==> config.mk <==
export PLATFORM = sky130hd
export DESIGN_NAME = bf_loop_scanner_flat
export DESIGN_NICKNAME = d
export VERILOG_FILES = /design/src/rtl/bf_loop_scanner_if.sv /design/src/rtl/bf_loop_scanner.sv /design/src/flat_wrapper.sv
export SDC_FILE = /design/constraint.sdc
export NUM_CORES = 1
export LEC_CHECK = 0
export CORE_MARGIN = 3
export CORE_UTILIZATION = 54
export DETAILED_ROUTE_END_ITERATION = 7
export PLACE_DENSITY = 0.8
export SLEW_MARGIN = 40
export SYNTH_ARGS = -nofsm -noshare
export SYNTH_HDL_FRONTEND = slang
export SYNTH_SLANG_ARGS = --single-unit
==> constraint.sdc <==
create_clock -name clk -period 2.9 [get_ports clk]
set_clock_uncertainty 0.15 [all_clocks]
set_input_delay 0.435 -clock clk [delete_from_list [all_inputs] [get_ports clk]]
set_output_delay 0.435 -clock clk [all_outputs]
set_load 0.05 [all_outputs]
==> src/rtl/bf_loop_scanner_if.sv <==
// Controller <-> bracket-scanner bundle: scan request, instruction-memory port
// and completion status.
interface bf_loop_scanner_if #(
  parameter int PC_WIDTH = 8,
  parameter int OP_WIDTH = 8
);
  logic                start;
  logic                dir;
  logic [PC_WIDTH-1:0] pc_in;
  logic [PC_WIDTH-1:0] imem_addr;
  logic [OP_WIDTH-1:0] imem_data;
  logic                busy;
  logic                done;
  logic                error;
  logic [PC_WIDTH-1:0] pc_out;

  modport master (
    output start, dir, pc_in, imem_data,
    input  imem_addr, busy, done, error, pc_out
  );

  modport slave (
    input  start, dir, pc_in, imem_data,
    output imem_addr, busy, done, error, pc_out
  );
endinterface

==> src/rtl/bf_loop_scanner.sv <==
// Bracket-matching scanner: walks instruction memory one address per cycle from
// a loop bracket, tracking nesting depth, and reports the matching bracket PC.
module bf_loop_scanner #(
  parameter int                  PC_WIDTH    = 8,
  parameter int                  OP_WIDTH    = 8,
  parameter int                  DEPTH_WIDTH = 8,
  parameter logic [OP_WIDTH-1:0] OPEN_CODE   = 8'h5B,
  parameter logic [OP_WIDTH-1:0] CLOSE_CODE  = 8'h5D
) (
  input  logic               clk,
  input  logic               reset,
  bf_loop_scanner_if.slave   bus
);

  localparam logic [PC_WIDTH-1:0]    PC_MAX    = '1;
  localparam logic [PC_WIDTH-1:0]    PC_ONE    = PC_WIDTH'(1);
  localparam logic [DEPTH_WIDTH-1:0] DEPTH_MAX = '1;
  localparam logic [DEPTH_WIDTH-1:0] DEPTH_ONE = DEPTH_WIDTH'(1);

  typedef enum logic [1:0] {S_IDLE, S_SCAN, S_DONE} state_t;

  state_t                 r_state;
  logic                   r_dir;
  logic [PC_WIDTH-1:0]    r_pc;
  logic [PC_WIDTH-1:0]    r_pc_out;
  logic [DEPTH_WIDTH-1:0] r_depth;
  logic                   r_busy;
  logic                   r_done;
  logic                   r_err;

  logic w_opener;
  logic w_closer;
  logic w_at_edge;
  logic w_start_edge;

  // Going backward, ']' opens a nesting level and '[' closes one.
  assign w_opener     = r_dir ? (bus.imem_data == CLOSE_CODE) : (bus.imem_data == OPEN_CODE);
  assign w_closer     = r_dir ? (bus.imem_data == OPEN_CODE)  : (bus.imem_data == CLOSE_CODE);
  assign w_at_edge    = r_dir ? (r_pc == '0) : (r_pc == PC_MAX);
  assign w_start_edge = bus.dir ? (bus.pc_in == '0) : (bus.pc_in == PC_MAX);

  always_ff @(posedge clk) begin
    if (reset) begin
      r_state  <= S_IDLE;
      r_dir    <= 1'b0;
      r_pc     <= '0;
      r_pc_out <= '0;
      r_depth  <= '0;
      r_busy   <= 1'b0;
      r_done   <= 1'b0;
      r_err    <= 1'b0;
    end else begin
      unique case (r_state)
        S_IDLE: begin
          r_done <= 1'b0;
          if (bus.start) begin
            r_dir  <= bus.dir;
            r_busy <= 1'b1;
            if (w_start_edge) begin
              r_err   <= 1'b1;
              r_done  <= 1'b1;
              r_state <= S_DONE;
            end else begin
              r_pc    <= bus.dir ? (bus.pc_in - PC_ONE) : (bus.pc_in + PC_ONE);
              r_depth <= DEPTH_ONE;
              r_state <= S_SCAN;
            end
          end
        end
        S_SCAN: begin
          if (w_closer && r_depth == DEPTH_ONE) begin
            r_pc_out <= r_pc;
            r_err    <= 1'b0;
            r_done   <= 1'b1;
            r_state  <= S_DONE;
          end else if (w_opener && r_depth == DEPTH_MAX) begin
            r_err   <= 1'b1;
            r_done  <= 1'b1;
            r_state <= S_DONE;
          end else begin
            if (w_opener)      r_depth <= r_depth + DEPTH_ONE;
            else if (w_closer) r_depth <= r_depth - DEPTH_ONE;
            // Out of addresses with the bracket still open: unmatched.
            if (w_at_edge) begin
              r_err   <= 1'b1;
              r_done  <= 1'b1;
              r_state <= S_DONE;
            end else begin
              r_pc <= r_dir ? (r_pc - PC_ONE) : (r_pc + PC_ONE);
            end
          end
        end
        S_DONE: begin
          r_done  <= 1'b0;
          r_busy  <= 1'b0;
          r_state <= S_IDLE;
        end
        default: r_state <= S_IDLE;
      endcase
    end
  end

  assign bus.imem_addr = r_pc;
  assign bus.busy      = r_busy;
  assign bus.done      = r_done;
  assign bus.error     = r_err;
  assign bus.pc_out    = r_pc_out;

endmodule

==> src/flat_wrapper.sv <==
// flat-port wrapper written by rule: the top's interface ports become plain ports
module bf_loop_scanner_flat 
#(
  parameter int                  PC_WIDTH    = 8,
  parameter int                  OP_WIDTH    = 8,
  parameter int                  DEPTH_WIDTH = 8,
  parameter logic [OP_WIDTH-1:0] OPEN_CODE   = 8'h5B,
  parameter logic [OP_WIDTH-1:0] CLOSE_CODE  = 8'h5D
)
  (clk, reset, bus_start, bus_dir, bus_pc_in, bus_imem_data, bus_imem_addr, bus_busy, bus_done, bus_error, bus_pc_out);
  bf_loop_scanner_if #(.PC_WIDTH(PC_WIDTH), .OP_WIDTH(OP_WIDTH)) bus_i ();
  input  logic clk;
  input  logic reset;
  input wire logic [$bits(bus_i.start)-1:0] bus_start;
  input wire logic [$bits(bus_i.dir)-1:0] bus_dir;
  input wire logic [$bits(bus_i.pc_in)-1:0] bus_pc_in;
  input wire logic [$bits(bus_i.imem_data)-1:0] bus_imem_data;
  output wire logic [$bits(bus_i.imem_addr)-1:0] bus_imem_addr;
  output wire logic [$bits(bus_i.busy)-1:0] bus_busy;
  output wire logic [$bits(bus_i.done)-1:0] bus_done;
  output wire logic [$bits(bus_i.error)-1:0] bus_error;
  output wire logic [$bits(bus_i.pc_out)-1:0] bus_pc_out;
  assign bus_i.start = bus_start;
  assign bus_i.dir = bus_dir;
  assign bus_i.pc_in = bus_pc_in;
  assign bus_i.imem_data = bus_imem_data;
  assign bus_imem_addr = bus_i.imem_addr;
  assign bus_busy = bus_i.busy;
  assign bus_done = bus_i.done;
  assign bus_error = bus_i.error;
  assign bus_pc_out = bus_i.pc_out;
  bf_loop_scanner #(.PC_WIDTH(PC_WIDTH), .OP_WIDTH(OP_WIDTH), .DEPTH_WIDTH(DEPTH_WIDTH), .OPEN_CODE(OPEN_CODE), .CLOSE_CODE(CLOSE_CODE)) u_core (.clk(clk), .reset(reset), .bus(bus_i));
endmodule
==> results.md, run 1 <==
- Status: completed
- Setup Buffers After CTS: 0
- Worst path arrival time: 2.59 ns
- Setup TNS: 0 ns
- RSZ-0062 raised after global routing: no
- Length of routed met3 wiring: 310 um
- Syn Nets: 322
- CP most frequent cell: a221o_1
- Mapped Area: 2300 um^2
- IO Count: 39
- Post-synth top area share: 26.1%
- Slew margin rel.: 66.0%
- Global route overflow: 0
- Core Area: 4060 um^2
- Syn Area/Cell: 8.20 um^2
- Syn. warnings: 0
- Static Leak: 1.15 nW
- Final ANT Viol Nets: 0
- IO buf count: 38
- Pins Over Slew Limit: 0
- Worst path slowest cell: or4_1
- CTS Sinks: 30
- Die H: 71.3 um
- Routed metal-1 wirelength: 2570 um
- CTS Buf Count: 5
- Required @ worst endpoint: 2.93 ns
- Filler cell count in the final layout: 337
- Initial Util: 56.8%
- Power Dens Cells: 553 nW/um^2
- Critical Path Source Type: primary input
- Vias in the first global route: 2227
- Gpl congestion: 0.855
- Total die area: 5090 um^2
- Synth area leaders: dfxtp_1, ha_1, mux2i_1, a21oi_1, inv_1
- Async SR Flop Fraction: 0%
- VDD IR max: 407 uV
- Initial drt markers: 176
- DR vias: 2255
- CTS resizes: 0
- Max Used Layer: met4
- Fin crit share: 88.4%
- Detailed Place HPWL: 4330 um
- Max-cap viol count: 0
- Clk buf depth: 2
- Power Total: 1.61 mW
- Clock Tree Root: clkbuf_8
- Number of synthesized flops with an enable pin: 0
- Chip Width: 71.3 um
- #FFs+latches synth: 30
- WL final: 5890 um
- Drt wl/cell: 15.4 um
- CP Class: in -> reg
- Drc violations: 0
- N_diodes: 0
- Post-Syn Instances: 281
- Sequential area share after synthesis: 26.1%
- 1st-pass router iterations: 4
- Total GRT Usage: 24.7%
- CTS tree: built
- Fraction of layout cells with a size suffix above 1: 8.46%
- Slowest stage delay, CP: 0.52 ns
- Fmax: 390 MHz
- Worst Tran Pin Value: 0.508 ns
- Hold-fix buffers at CTS: 0
- Worst-Skew Late Latency: 0.29 ns
- Area growth syn-to-layout: 26.3%
- Final setup violating endpoints: 0
- CP Cell Sequence: clkdlybuf4s50_1, or4_1, nor3_1, a221o_1, a221o_1, buf_4, nand2b_1, o311a_1
- Ys flop type: dfxtp_1
- Crit path max fanout: 11
- Netlist cell types: 56
- FF-to-FF setup slack: 0.35 ns
- Routed met2 length: 2910 um
- # rows: 23
- Type of the worst min-delay path: reg -> reg
- CP endpoint kind: register
- Final hold violations: 0
- Vias/cell: 5.92
- Clock slew at reported path FFs: 0.07 ns
- Final Critical Period: 2.56 ns
- Largest net degree at the start of global routing: 18
- Global-route wire length before repair: 10300 um
- # nets final: 371
- Initial antenna violation count: 0
- Fin util: 71.7%
- # H-tree levels: 2
- Area leader, netlist: dfxtp_1
==> where the power goes <==
part,total (mW),switching (mW),leakage [nW],internal (mW)
sequential,0.514,0.0624,0.245,0.452
combinational,0.657,0.380,0.859,0.277
clock,0.439,0.183,0.0504,0.255
==> metrics by stage <==
| step | area (um^2) | hold WS (ns) | cells | setup WS, ns |
|---|---|---|---|---|
| 2_1_floorplan | 2300 | 0.323 | 281 | 0.321 |
| 3_3_place_gp | 2800 | 0.317 | 373 | 0.0748 |
| 3_5_place_dp | 2800 | 0.334 | 373 | 0.0622 |
| 4_1_cts | 2910 | 0.354 | 381 | 0.351 |
| 5_1_grt | 2910 | 0.390 | 381 | 0.170 |
| 6_report | 2910 | 0.347 | 381 | 0.338 |
==> registers in the layout (all words and copies together), names as in the netlist <==
signal	count
u_core.bus.busy	1
u_core.bus.done	1
u_core.bus.error	1
u_core.bus.imem_addr	8
u_core.bus.pc_out	8
u_core.r_depth	8
u_core.r_dir	1
u_core.r_state	2
==> cell usage after synthesis, types with 2 or more instances <==
cell       instances
nor2_1            18
mux2i_1           16
ha_1              19
xor2_1             4
a21oi_1           20
nand3_1            9
dfxtp_1           30
fa_1               2
o21a_1             2
nor3_1            13
o31a_1             3
a221o_1            2
a211oi_1           2
nand2_1           18
xnor2_1            7
a21boi_0           3
clkbuf_1           4
a211o_1            2
nor4_1             2
nor2b_1            4
a21o_1             3
o211ai_1           2
nand4_1            7
o311a_1            2
nor3b_1            2
o21ai_0           12
a22oi_1            2
nand2b_1           7
o31ai_1            4
o2111ai_1          2
nand4b_1           2
and3_1             3
inv_1             20
or4b_2             2
or3_1              8
buf_2              3
==> kinds of logic (layout without fill, tap and decap cells) <==
group	Yosys count	after routing	share of synthesized area, %
AO/OA/AOI/OAI	70	70	21.0
multiplexers	16	16	6.95
buffers and inverters	31	81	5.70
flip-flops	30	30	26.1
adder cells (fa/ha/maj)	21	21	12.1
XOR/XNOR	11	11	4.18
AND/OR/NAND/NOR	102	102	24.0
==> cell type report <==
class	instances	area [um^2]	area share (%)
Clock inverter	3	45.0	1.55
Inverter	22	82.6	2.84
Tap cell	50	62.6	2.15
Sequential cell	30	601	20.6
Clock buffer	5	68.8	2.37
Multi-Input combinational cell	220	1570	54.0
Timing Repair Buffer	51	478	16.4
==> layer usage <==
metal | vias to the layer above | GRT usage (%)
met5 | - | 0
met4 | 0 | 8.35
met3 | 13 | 4.91
met2 | 63 | 41.1
met1 | 1052 | 31.9
li1 | 1127 | -
==> placed cells by master (no fill, tap or decap), types with 3 or more instances in the layout <==
cell	count
nor2_1	18
buf_4	13
dfxtp_1	30
nand2b_1	7
nand3_1	9
nor2b_1	4
xor2_1	4
and3_1	3
o21ai_0	12
a21o_1	3
a21boi_0	3
nand2_1	18
clkbuf_8	5
clkdlybuf4s50_1	38
a21oi_1	20
o31a_1	3
mux2i_1	16
nor3_1	13
nand4_1	7
or3_1	8
o31ai_1	4
xnor2_1	7
inv_1	20
ha_1	19
==> critical path, delay by kind of cell <==
kind	cells	cell delay (ns)
buf+inv	2	0.62
compound gates	3	0.72
simple gates	3	0.79
==> path summary, 6_finish.rpt <==
check        depth (start not counted)                                   end                              start
max                                  8  u_core.bus.imem_addr[6]$_SDFFE_PP0P_                       bus_pc_in[5]
min                                  2     u_core.bus.pc_out[0]$_SDFFE_PP0P_  u_core.bus.pc_out[0]$_SDFFE_PP0P_
max reg2reg                          8        u_core.r_depth[5]$_SDFFE_PP0P_     u_core.r_state[0]$_SDFFE_PP0P_
min reg2reg                          2     u_core.bus.pc_out[0]$_SDFFE_PP0P_  u_core.bus.pc_out[0]$_SDFFE_PP0P_
No activity file was read; power rests on OpenSTA's default activity.
==> inputs of run 2 (changes only) <==
Settings changed: CAP_MARGIN set to 20.
==> results of run 2 <==
Final layout, timing and power as in run 1 (identical DEF).
==> RTL edit, RTL diff (flow settings as in run 1) <==
`PC_WIDTH` is set to 8 in 3 places; all go to 12.
--- a/src/rtl/bf_loop_scanner_if.sv
+++ b/src/rtl/bf_loop_scanner_if.sv
@@ -1,7 +1,7 @@
 // Controller <-> bracket-scanner bundle: scan request, instruction-memory port
 // and completion status.
 interface bf_loop_scanner_if #(
-  parameter int PC_WIDTH = 8,
+  parameter int PC_WIDTH = 12,
   parameter int OP_WIDTH = 8
 );
   logic                start;
--- a/src/rtl/bf_loop_scanner.sv
+++ b/src/rtl/bf_loop_scanner.sv
@@ -1,7 +1,7 @@
 // Bracket-matching scanner: walks instruction memory one address per cycle from
 // a loop bracket, tracking nesting depth, and reports the matching bracket PC.
 module bf_loop_scanner #(
-  parameter int                  PC_WIDTH    = 8,
+  parameter int                  PC_WIDTH    = 12,
   parameter int                  OP_WIDTH    = 8,
   parameter int                  DEPTH_WIDTH = 8,
   parameter logic [OP_WIDTH-1:0] OPEN_CODE   = 8'h5B,
--- a/src/flat_wrapper.sv
+++ b/src/flat_wrapper.sv
@@ -1,7 +1,7 @@
 // flat-port wrapper written by rule: the top's interface ports become plain ports
 module bf_loop_scanner_flat 
 #(
-  parameter int                  PC_WIDTH    = 8,
+  parameter int                  PC_WIDTH    = 12,
   parameter int                  OP_WIDTH    = 8,
   parameter int                  DEPTH_WIDTH = 8,
   parameter logic [OP_WIDTH-1:0] OPEN_CODE   = 8'h5B,
Ports: changed (resized bus_imem_addr, bus_pc_in and bus_pc_out); port bits go from 39 to 51. The function was not compared with the original's and may differ.
==> RTL edit against run 1 <==
Setup slack got worse by 0.090 ns. Design area increased by 34%. Synthesized area increased by 32%. Non-clock buffer count increased by 21. Routed wire length increased by 42%. Sequential cell count increased by 8. Power increased by 25%. Critical path depth unchanged. Via count increased by 37%. Register-to-register slack got worse by 0.08 ns. Critical path type unchanged. Critical endpoint is now u_core.bus.imem_addr[0]. Highest routed layer unchanged.
==> RTL edit: results <==
set metrics [dict create \
    status "finished, final reports clean" \
    cts.clk_slew.worst_paths_ns 0.08 \
    nets 501 \
    syn_nets 432 \
    grt_pass1_vias 2896 \
    grt_max_degree 40 \
    total_leakage_power_nw 1.62 \
    async_flop_share 0 \
    via_per_inst 5.96 \
    io_buffer_count 50 \
    cts-htree-levels 2 \
    fillers 439 \
    cp.arrival_ns 2.68 \
    dp_cells 511 \
    grt-ovfl-total 0 \
    antenna_cells 0 \
    peakVddDrop_mv 0.313 \
    antenna_found_initial 0 \
    p_sw_frac 0.379 \
    gp_congestion 0.859 \
    numCtsBuffers 5 \
    worstMarginPinSlew_ns 0.650 \
    critPathMaxFanout 8 \
    fmax_mhz 377 \
    worstHoldPathType "reg -> reg" \
    drt_iter0_drc 165 \
    ys_warn_count 0 \
    r2r_setup_slack_ns 0.27 \
    wl_per_cell_um 16.1 \
    synth_area_leaders "dfxtp_1 (25%), ha_1 (11%), nor2_1 (6.4%)" \
    final_layout_size_suffix_gt1_frac 0.102 \
    ant_nets 0 \
    clockBufferDepth 2 \
    cts-resized-gates 0 \
    clk_latency_ns 0.29 \
    ys_seq_area_frac 0.251 \
    ys_top_cells_by_count "nor2_1 (52), dfxtp_1 (38), ha_1 (27), a21oi_1 (25), nand2_1 (22)" \
    place_hpwl_um 6350 \
    fin_cells 519 \
    dr.pass1.iters 4 \
    syn_to_final_growth_pct 28.1 \
    track_usage 0.262 \
    placed_area_mm2 0.00374 \
    ys_types 63 \
    ys.flop_type "dfxtp_1" \
    synthesis.instances 379 \
    grt_pass1_wl_um 13600 \
]
[RTL edit: per-layer routing]
metal	global-route usage	part of all wire
met5	0	0
met4	0.0760	0.018
met3	0.0355	0.039
met2	0.461	0.51
met1	0.331	0.43
[RTL edit: path summary, 6_finish.rpt]
check | depth (start not counted) | endpoint | startpoint
worst min register to register | 2 | u_core.bus.pc_out[6] | u_core.bus.pc_out[6]
worst min-delay path | 2 | u_core.bus.pc_out[6] | u_core.bus.pc_out[6]
worst max register to register | 9 | u_core.bus.imem_addr[10] | u_core.bus.imem_addr[0]
worst max-delay path | 8 | u_core.bus.imem_addr[0] | bus_imem_data[2]
[RTL edit: critical path: stages]
cell and delay (ns):
clkdlybuf4s50_1 0.54, or3b_2 0.48, a211oi_2 0.35, a22oi_1 0.17, nand3_1 0.29, o22ai_1 0.15, a22oi_1 0.21, nor2_1 0.05
[RTL edit: cells by family (layout without fill, tap and decap cells)]
family                     count (synthesis)  in the layout  synth area share
adders and majority gates                 29             29             0.125
DFF                                       38             38             0.251
AOI/OAI and AO/OA                         98             98             0.227
and+or+nand+nor                          154            154             0.259
buffers and inverters                     27             97            0.0367
xor gates and xnor gates                  18             18            0.0520
muxes                                     15             15            0.0495
[RTL edit: final cells by class]
type | instances | share of cell area
Clock inverter | 3 | 0.0177
Clock buffer | 5 | 0.0177
Sequential cell | 38 | 0.196
Multi-Input combinational cell | 314 | 0.558
Timing Repair Buffer | 72 | 0.172
Tap cell | 70 | 0.0226
Inverter | 17 | 0.0164
[RTL edit: power groups by stage]
stage | combinational [W] | clock, W | sequential [W]
floorplan | 0.000456 | 0 | 0.000744
global placement | 0.000795 | 0 | 0.000643
detailed placement | 0.000811 | 0 | 0.000645
CTS | 0.000819 | 0.000554 | 0.000633
global route | 0.000900 | 0.000578 | 0.000642
finish | 0.000825 | 0.000551 | 0.000636
[RTL edit: through the flow]
step	setup WS [ns]	hold WS (ns)	total power (W)
after floorplan	0.328	0.316	0.00120
after global placement	-0.0397	0.318	0.00144
after detailed placement	-0.0527	0.334	0.00146
after CTS	0.213	0.353	0.00201
after global routing	0.0276	0.380	0.00212
final	0.248	0.348	0.00201
